**src/rtl/dmem_arbiter.sv**
```systemverilog
// dmem_arbiter: two-port arbiter for a single-port word memory, with byte-enable stores done as read-modify-write.
// Optional DMEM_ARB_STATS_EN adds grant and RMW counters.
module dmem_arbiter #(
  parameter bit FIXED_PRIO = 1'b0
) (
  input  logic        clk,
  input  logic        rst,
  input  logic        m0_req,
  input  logic        m0_we,
  input  logic [3:0]  m0_be,
  input  logic [31:0] m0_addr,
  input  logic [31:0] m0_wdata,
  output logic        m0_ack,
  output logic [31:0] m0_rdata,
  input  logic        m1_req,
  input  logic        m1_we,
  input  logic [3:0]  m1_be,
  input  logic [31:0] m1_addr,
  input  logic [31:0] m1_wdata,
  output logic        m1_ack,
  output logic [31:0] m1_rdata,
  output logic        busy,
  output logic        mem_wen,
  output logic        mem_ren,
  output logic [31:0] mem_addr,
  output logic [31:0] mem_data_i,
  input  logic [31:0] mem_data_o
`ifdef DMEM_ARB_STATS_EN
  ,
  output logic [31:0] stat_gnt0,
  output logic [31:0] stat_gnt1,
  output logic [31:0] stat_rmw
`endif
);
  typedef enum logic [1:0] {IDLE, RMW_RD, ACCESS, RESP} state_t;
  state_t state;
  logic port, we_q, last_grant, gnt, g1, we_sel, unused_lsb;
  logic [3:0] be_q, be_sel;
  logic [29:0] word_q;
  logic [31:0] wdata_q, old_word, merged;
  assign gnt = m0_req | m1_req;
  // m1 wins when alone, or on a round-robin tie after m0 was last served
  assign g1 = m1_req & (~m0_req | (!FIXED_PRIO & !last_grant));
  assign we_sel = g1 ? m1_we : m0_we;
  assign be_sel = g1 ? m1_be : m0_be;
  assign unused_lsb = ^{m0_addr[1:0], m1_addr[1:0]};
  always_comb begin
    merged = old_word;
    for (int i = 0; i < 4; i++)
      if (be_q[i]) merged[8*i+:8] = wdata_q[8*i+:8];
  end
  // memory strobes depend only on state and latched fields, so they are stable across negedge
  assign busy = state != IDLE;
  assign mem_ren = state == RMW_RD || (state == ACCESS && !we_q);
  assign mem_wen = state == ACCESS && we_q;
  assign mem_addr = {word_q, 2'b00};
  assign mem_data_i = mem_wen ? merged : '0;
  always_ff @(posedge clk) begin
    if (rst) begin
      state <= IDLE;
      port <= 1'b0;
      we_q <= 1'b0;
      be_q <= '0;
      word_q <= '0;
      wdata_q <= '0;
      old_word <= '0;
      last_grant <= 1'b1;
      m0_ack <= 1'b0;
      m1_ack <= 1'b0;
      m0_rdata <= '0;
      m1_rdata <= '0;
`ifdef DMEM_ARB_STATS_EN
      stat_gnt0 <= '0;
      stat_gnt1 <= '0;
      stat_rmw <= '0;
`endif
    end else begin
      case (state)
        IDLE: if (gnt) begin
          port <= g1;
          last_grant <= g1;
          we_q <= we_sel;
          be_q <= be_sel;
          word_q <= g1 ? m1_addr[31:2] : m0_addr[31:2];
          wdata_q <= g1 ? m1_wdata : m0_wdata;
`ifdef DMEM_ARB_STATS_EN
          if (g1) stat_gnt1 <= stat_gnt1 + 32'd1;
          else stat_gnt0 <= stat_gnt0 + 32'd1;
          if (we_sel && be_sel != 4'h0 && be_sel != 4'hF) stat_rmw <= stat_rmw + 32'd1;
`endif
          if (!we_sel || be_sel == 4'hF) state <= ACCESS;
          else if (be_sel == 4'h0) begin
            state <= RESP;
            m0_ack <= !g1;
            m1_ack <= g1;
          end else state <= RMW_RD;
        end
        RMW_RD: begin
          old_word <= mem_data_o;
          state <= ACCESS;
        end
        ACCESS: begin
          state <= RESP;
          m0_ack <= !port;
          m1_ack <= port;
          m0_rdata <= (!port && !we_q) ? mem_data_o : '0;
          m1_rdata <= (port && !we_q) ? mem_data_o : '0;
        end
        default: begin
          state <= IDLE;
          m0_ack <= 1'b0;
          m1_ack <= 1'b0;
          m0_rdata <= '0;
          m1_rdata <= '0;
        end
      endcase
    end
  end
endmodule

```
**config.mk**
```make
export PLATFORM = sky130hd
export DESIGN_NAME = dmem_arbiter
export DESIGN_NICKNAME = d
export VERILOG_FILES = /design/src/rtl/dmem_arbiter.sv
export SDC_FILE = /design/constraint.sdc
export NUM_CORES = 1
export LEC_CHECK = 0
export CORE_MARGIN = 5
export CORE_UTILIZATION = 44
export CTS_BUF_LIST = sky130_fd_sc_hd__clkbuf_2
export DETAILED_ROUTE_END_ITERATION = 10
export GPL_ROUTABILITY_DRIVEN = 1
export GPL_TIMING_DRIVEN = 0
export HOLD_SLACK_MARGIN = 0.1
export PLACE_DENSITY = 0.8
export SLEW_MARGIN = 25
export SYNTH_ARGS = -nofsm -noshare
export SYNTH_HDL_FRONTEND = slang
export SYNTH_SLANG_ARGS = --single-unit
```
**constraint.sdc**
```tcl
create_clock -name clk -period 2.4 [get_ports clk]
set_clock_uncertainty 0.1 [all_clocks]
set_input_delay 0.48 -clock clk [delete_from_list [all_inputs] [get_ports clk]]
set_output_delay 0.48 -clock clk [all_outputs]
set_load 0.005 [all_outputs]
```
==> metrics.md <==
| Metric | Value |
|---|---|
| Run status | `finished with violations` |
| Failing checks | `setup timing` |
| Largest net degree at the start of global routing | `17` |
| Number of flops mapped to enable cells by yosys | `0` |
| PortBufs | `299` |
| Average size of a mapped cell | `around 8.6 um2` |
| DR vias/cell | `5.233` |
| RR Startpoint | `state[0]$_SDFFE_PP0N_` |
| Multi-input logic area | `approximately 3400 um2` |
| Register Area | `3398 um2` |
| Worst EP arrival | `1.92 ns` |
| Setup violations, final | `23` |
| Layout area overhead | `52.27%` |
| Flop pwr share | `about two fifths` |
| CP Capture Type | `primary output` |
| Fmax achieved | `between 400 and 500 MHz` |
| Global-route wire length before repair | `37550 um` |
| Min-delay src | `m0_addr[13]` |
| Synth top cells by count | `201 x nor2_1, 169 x dfxtp_1, 139 x nand2_1` |
| Final Hold Viols | `0` |
| R2R cell count | `9` |
| CTS max path bufs | `2` |
| Worst-margin pin slew | `between 0.6 and 0.7 ns` |
| P per Cell Area | `859.7 nW/um2` |
| Area leader, netlist | `dfxtp_1` |
| TNS Setup | `-1.048 ns` |
| Layout fillers | `~1300` |
| Peak supply drop | `roughly 540 uV` |
| Top FF cell, synth | `dfxtp_1` |
| Top cell type's share of synthesized area | `47.80%` |
| First-pass DRT Iterations | `5` |
| Final-stage net count | `around 1300` |
| Core Footprint | `15830 um2` |
| Clk pwr share | `approximately 17%` |
| Period minus WS final | `approximately 2.5 ns` |
| DRC | `0` |
| Post-DP HPWL | `19400 um` |
| Metal3 WL | `2092 um` |
| Sequential element share of the synthesized area | `a little under half` |
| Die width | `136.8 um` |
| Worst reg2reg setup slack | `0.15 ns` |
| Clock latency on the worst-skew pair | `0.71 ns` |
| Initial Util | `44.72%` |
| Drt total wl | `~25000 um` |
| Met1 wire length | `10030 um` |
| RSZ-0062 raised after global routing | `yes` |
| Hold endpoint | `word_q[11]$_SDFFE_PP0P_` |
| Synthesized area | `7078 um2` |
| Critical path launch point | `state[0]$_SDFFE_PP0N_` |
| Total gr overflow | `0` |
| CTS tree | `built` |
| Final period util | `104.2%` |
| Synth area leaders | `dfxtp_1 48%, nor2_1 11%, mux2i_1 9.1%` |
| Internal | `5.745 mW` |
| Vias in the first global route | `7083` |
| Placement Rows | `46` |
| Comb pwr share | `41.2%` |
| DP Worst Slack | `-0.2138 ns` |
| Reg clk slew, reported paths | `0.27 ns` |
| Synthesis Warnings | `0` |
| Final ANT Viol Nets | `0` |
| CP startpoint kind | `flip-flop` |
| Switching fraction of total power | `37.99%` |
| FFs w/ async S/R, synth | `0%` |
| Reg2reg end | `m0_rdata[3]$_SDFFE_PP0N_` |
| Iter 0 DRT Violations | `351` |
| Placed insts | `1338` |
| RD Place Congestion | `0.8578` |
| All-layer global routing usage | `25.87%` |
| WL/cell | `18.12 um` |
| CTS H-tree depth | `4` |
| Hold crit path type | `in -> reg` |
| Die Area | `about 19000 um2` |
| Max-Cap Viols | `0` |
| NetSw | `3.520 mW` |
| Final slew viol count | `0` |
| Req. time, crit path | `1.82 ns` |
| Leakage | `approximately 4.1 nW` |
| Highest routed layer | `met5` |
| Num CTS Buffers | `17` |
| Worst-path fanout max | `7` |
| Max_slew headroom | `58.68%` |
| Syn Inst Count | `822` |
| DR vias | `7242` |
| Clock Sinks | `between 150 and 200` |
| Cell variety after synth | `33` |
| Count leader, synth | `nor2_1` |
| Metal2 WL | `12400 um` |
| Hold path depth | `3` |
| CP Class | `reg -> out` |
| Post-Layout Cell Count | `approximately 1400` |
| FF+latch count, synth | `169` |
| Antenna violations before repair | `3` |
| Final Core Density | `68.09%` |
| Layout cells sized above 1 | `14.41%` |
| Die Span Y | `136.8 um` |
| # IOs | `307` |
| CTS Root Cell | `clkbuf_2` |
| Final worst slack | `-0.09969 ns` |
## final cells by class
cell class	instances	area share, %
tap	216	2.508
multi-input combinational	573	31.82
clock buffer	18	0.8359
antenna	2	0.04644
buffer	71	3.738
timing repair buffer	315	27.76
clock inverter	14	1.532
inverter	6	0.2322
sequential	169	31.53
## cell families after synthesis
family	after synthesis	synth area share (%)
AND/OR/NAND/NOR	353	19.53
flip-flops	169	47.80
AO/OA/AOI/OAI	149	17.08
buffers and inverters	81	5.568
multiplexers	65	9.263
adder cells (fa/ha/maj)	4	0.7071
other	1	0.05298
## placed cells by master (no fill, tap or decap), drive strengths merged
master	instances
nor3	2
conb	2
a22oi	67
bufinv	2
a211o	1
diode	2
nand3	1
nor2	202
a21boi	1
clkbuf	42
clkdlybuf4s50	264
nand4	2
nand2b	2
clkdlybuf4s15	1
dlygate4sd3	2
o32ai	1
clkinvlp	2
buf	95
a2bb2oi	1
a21oi	1
mux2	1
inv	10
ha	4
a311oi	69
a211oi	4
a32o	1
nor4	2
dfxtp	169
a31oi	1
o211ai	1
mux2i	64
nand2	139
nand3b	1
a31o	1
or2	2
clkinv	6
## through the flow
| step | power (mW) | hold WS (ns) | cell area, um2 |
|---|---|---|---|
| after floorplan | 5.866 | 0.3596 | 7082 |
| after global placement | 7.390 | 0.3739 | 10340 |
| after detailed placement | 7.471 | 0.3838 | 10340 |
| after CTS | 9.172 | 0.1045 | 10620 |
| after global routing | 9.825 | 0.1007 | 10780 |
| final | 9.266 | 0.1865 | 10780 |
## metal layers
| layer | vias up | GRT usage [%] |
|---|---|---|
| li1 | 3539 | - |
| met1 | 3386 | 30.41 |
| met2 | 285 | 44.96 |
| met3 | 30 | 7.500 |
| met4 | 2 | 9.146 |
| met5 | - | 0 |
## worst max path at each step
stage / to / slack (ns) / depth (start not counted)
global route: mem_data_i[29] / -0.24 / 7
finish: mem_data_i[23] / -0.1 / 7
detailed placement: mem_data_i[20] / -0.21 / 6
CTS: mem_data_i[22] / -0.18 / 7
global placement: mem_data_i[13] / -0.18 / 6
floorplan: m1_rdata[19]$_SDFFE_PP0N_ / 0.52 / 8
## power groups by stage
stage	clock network, mW	logic [mW]	registers, mW
2_1_floorplan	0	2.15	3.72
3_3_place_gp	0	3.62	3.77
3_5_place_dp	0	3.68	3.79
4_1_cts	1.62	3.70	3.85
5_1_grt	1.73	4.16	3.93
6_report	1.59	3.82	3.86
## registers in the layout, indices dropped and copies added (netlist names)
register / flops
be_q: 4
last_grant: 1
m0_ack: 1
m0_rdata: 32
m1_ack: 1
m1_rdata: 32
old_word: 32
port: 1
state: 2
wdata_q: 32
we_q: 1
word_q: 30
## repair_timing
action | CTS | global route
hold buffers | 1 | 1
setup endpoints to repair | 35 | 34
hold endpoints to repair | 1 | 1
cloned | 1 | 0
buffers inserted | 6 | 7
pin swaps | 15 | 8
gates resized for setup | 173 | 39
## critical path, cell delays in order, from the launching register on
cell and delay (ns):
dfxtp_2 0.38, inv_2 0.08, ha_4 0.18, nand2_8 0.09, buf_8 0.15, buf_8 0.13, nor2_1 0.07, buf_2 0.12
Note: power is estimated with default switching activity, not from simulation.
==> RTL change 1, RTL diff (same settings) <==
Change the parameter `FIXED_PRIO` from 1'b0 to 1'b1.
--- a/src/rtl/dmem_arbiter.sv
+++ b/src/rtl/dmem_arbiter.sv
@@ -3,3 +3,3 @@
 module dmem_arbiter #(
-  parameter bit FIXED_PRIO = 1'b0
+  parameter bit FIXED_PRIO = 1'b1
 ) (
Behaviour: not the same (Yosys sat finds a counterexample within 4 cycles, from zero or initial values and one cycle with rst high).
==> RTL change 1 against the original RTL <==
  * Cell area grew 1.9%
  * Wire length grew 1.9%
  * Total power shrank 5.0%
  * Sequential cell count shrank 1
  * Synthesized cell count grew 0.12%
  * The run still ends with setup timing left
  * Area after synthesis is essentially flat
  * Worst setup slack lost 0.030 ns
  * Via count grew 2.0%
  * Sequential share of layout area shrank 0.72 points
==> RTL change 1: results (changes against the original RTL) <==
Initial antenna violation count: 1 (-2)
Slowest stage delay, CP: 0.40 ns (+0.02 ns)
Total number of vias: 7,390 (+2.0%)
Final Instance Area: 11,000 um2 (+1.9%)
Met3 routed WL: 2.53 mm (+21%)
Wirelength per Cell: 18.4 um (+1.3%)
Detailed placement HPWL: 19.3 mm (-0.49%)
CP endpoint: mem_data_i[13]
Final setup fails: 31 (+35%)
Grt met2 use: 0.445 (-0.00493)
GRT Total Usage: 0.262 (+0.00357)
Synth Area in Compound Gates: 0.168 (-0.00312)
Fillers: 1,319 (-1.3%)
PostCTS Resize Cnt: 187 (+8.1%)
Post-route setup slack: -0.130 ns (-0.0299 ns)
Setup Buffers After CTS: 15 (+9)
Outcome: complete, but fails checks
Crit Path Max Fanout: 5 (-2)
Clk network pwr share: 0.182 (+0.011)
Setup TNS: -2.75 ns (-1.70 ns)
P_seq: 3.70 mW (-4%)
Pre-CTS setup slack: -0.342 ns (-0.128 ns)
Synth cell count leaders: nor2_1 (199), dfxtp_1 (168), nand2_1 (138), a22oi_1 (67), a311oi_1 (67)
Metal2 WL: 12.0 mm (-3.3%)
Static Leak: 4.17 nW (+1.2%)
CP Data Arrival Time: 1.95 ns (+0.03 ns)
Failing checks: setup timing
Worst-margin pin slew: 0.681 ns (+0.0617 ns)
Number of global-route vias before repair: 7,261 (+2.5%)
DRT iter0 DRCs: 291 (-17%)
Adder-cell share of the synthesized area: 0.00707 (about the same)
Post-synthesis mux area share: 0.0937 (+0.00109)
Dpl cell area: 10,300 um2 (about the same)
Post-route met1 wirelength: 10.3 mm (+2.7%)
Synth cell types: 35 (+6.1%)
RTL change 1: area by class of cell:
type / count / share of cell area
multi-input combinational: 575 / 0.317
sequential: 168 / 0.308
timing repair buffer: 321 / 0.285
buffer: 72 / 0.0394
tap: 216 / 0.0246
clock inverter: 13 / 0.0141
clock buffer: 19 / 0.00866
inverter: 5 / 0.00194
antenna: 3 / 0.000683
RTL change 1: how the worst min path moves through the flow:
| stage | startpoint | cells after the start | slack [ns] | to |
|---|---|---|---|---|
| floorplan | old_word[0] | 2 | 0.36 | old_word[0] |
| global placement | old_word[20] | 2 | 0.37 | old_word[20] |
| detailed placement | old_word[9] | 2 | 0.38 | old_word[9] |
| CTS | m0_addr[5] | 3 | 0.10 | word_q[3] |
| global route | m0_addr[3] | 3 | 0.10 | word_q[1] |
| finish | m1_addr[5] | 3 | 0.17 | word_q[3] |
==> RTL change 2, RTL diff (config.mk and constraints unchanged) <==
Made on the original files. Make the reset (`rst`) asynchronous in one clocked block.
--- a/src/rtl/dmem_arbiter.sv
+++ b/src/rtl/dmem_arbiter.sv
@@ -57,3 +57,3 @@
   assign mem_data_i = mem_wen ? merged : '0;
-  always_ff @(posedge clk) begin
+  always_ff @(posedge clk or posedge rst) begin
     if (rst) begin
Check against the original RTL: differs if rst is asserted again (counterexample within 4 cycles, from zero or initial values and one cycle with rst high); with rst held inactive, the same outputs for 4 cycles.
==> RTL change 2 against the original RTL <==
  * The flow still finishes with violations (setup timing)
  * Global-route usage fell by 2.3 points
  * Total power rose by 34%
  * Wire length fell by 6.9%
  * Area after synthesis rose by 5.2%
  * Synthesized cell count fell by 23%
  * Register-to-register slack barely moved
  * Cell area rose by 6.0%
  * Worst setup slack got worse by 0.081 ns
  * Sequential cell count did not move
  * Critical path type unchanged
  * Largest cell class is now flip-flops and latches
  * Highest routed layer is now met4
==> RTL change 2: results (changes against the original RTL) <==
Failing checks: setup timing
Die span in x: 140 um (+2.4%)
Setup TNS: -5.21 ns (-4.16 ns)
Largest cells by area after synthesis: dfrtp_1 (56%), mux2i_1 (13%), a22o_1 (7.6%), mux2_2 (4.8%), nand2_1 (3.8%)
Static Leak: 5.10 nW (+24%)
Synth cell count leaders: dfrtp_1 (168), mux2i_1 (100), nand2_1 (76), a22o_1 (65)
Detailed placement HPWL: 17.9 mm (-7.5%)
Clk tree area frac: 0.0202 (-0.00353)
Layout cells sized above 1: 0.199 (+0.0549)
Critical R2R Capture: m1_rdata[8]
Worst-margin pin slew: 0.693 ns (+0.0735 ns)
PostCTS Resize Cnt: 191 (+10%)
Non-clock buffer area fraction after layout: 0.304 (-0.0107)
Number of global-route vias before repair: 6,446 (-9.0%)
CP Data Arrival Time: 2.00 ns (+0.08 ns)
Fin cells: 1,207 (-13%)
Hold_ws: 0.210 ns (+0.0237 ns)
GRT Total Usage: 0.235 (-0.0233)
Met3 routed WL: 1.74 mm (-17%)
M3 GR Usage: 0.0671 (-0.00786)
Final setup fails: 35 (+52%)
Count of multi-input gates: 411 (-28%)
Worst Hold Path EP: word_q[2]
Wirelength per Cell: 19.3 um (+6.7%)
Reg area: 4240 um2 (+25%)
Post-DR vias/cell: 5.18 (-1.0%)
Crit path from: state[1]
RePlAce Congestion: 0.783 (-8.7%)
DRT iter0 DRCs: 211 (-40%)
First-pass GRT wire length: 36.3 mm (-3.4%)
Port Buffer Count: 300 (+0.33%)
HP Start: m0_addr[4]
Post-route met1 wirelength: 9.33 mm (-7.0%)
Area of the multi-input gates: 3170 um2 (-7.7%)
Setup Buffers After CTS: 9 (+3)
Post-route setup slack: -0.180 ns (-0.0807 ns)
Signal buffers: 365 (-5.4%)
Inverter count: 8 (+2)
Outcome: complete, but fails checks
Fraction of area in registers: 0.371 (+0.0555)
Slowest stage cell, crit path: dfrtp_2
Fillers: 1,355 (+1.4%)
Metal2 WL: 11.7 mm (-5.5%)
Grt met2 use: 0.404 (-0.0455)
Largest net degree at the start of global routing: 31 (+14)
Avg Inst Size Synth: 11.7 um2 (+36%)
Seq/Total Area, Yosys: 0.568 (+0.0902)
Worst r2r src: state[1]
Slowest stage delay, CP: 0.47 ns (+0.09 ns)
RTL change 2: cell count changes after synthesis, moves of 35 or more:
cell      unedited run  this run
a22o_1               0        65
a22oi_1             67         0
a311oi_1            69         1
dfrtp_1              0       168
dfxtp_1            169         0
mux2i_1             64       100
nand2_1            139        76
nor2_1             201        34
o21ai_0              0        35
o21ai_1              0        35
RTL change 2: worst max-delay path, delay by kind of cell (launching register included):
kind	cells	cell delay (ns)
DFF	1	0.47
adders and majority gates	1	0.17
buffers and inverters	5	0.63
RTL change 2: cells by family after synthesis:
group / share of synthesized area
flops: 0.568
compound gates: 0.138
mux: 0.183
fa+ha+maj: 0.00672
other cells: 0.000504
simple gates: 0.0674
buf+inv: 0.0361
RTL change 2: power breakdown:
group	internal [mW]	switching [mW]
Clock	0.411	1.09
Sequential	4.04	0.820
Combinational	3.16	2.85
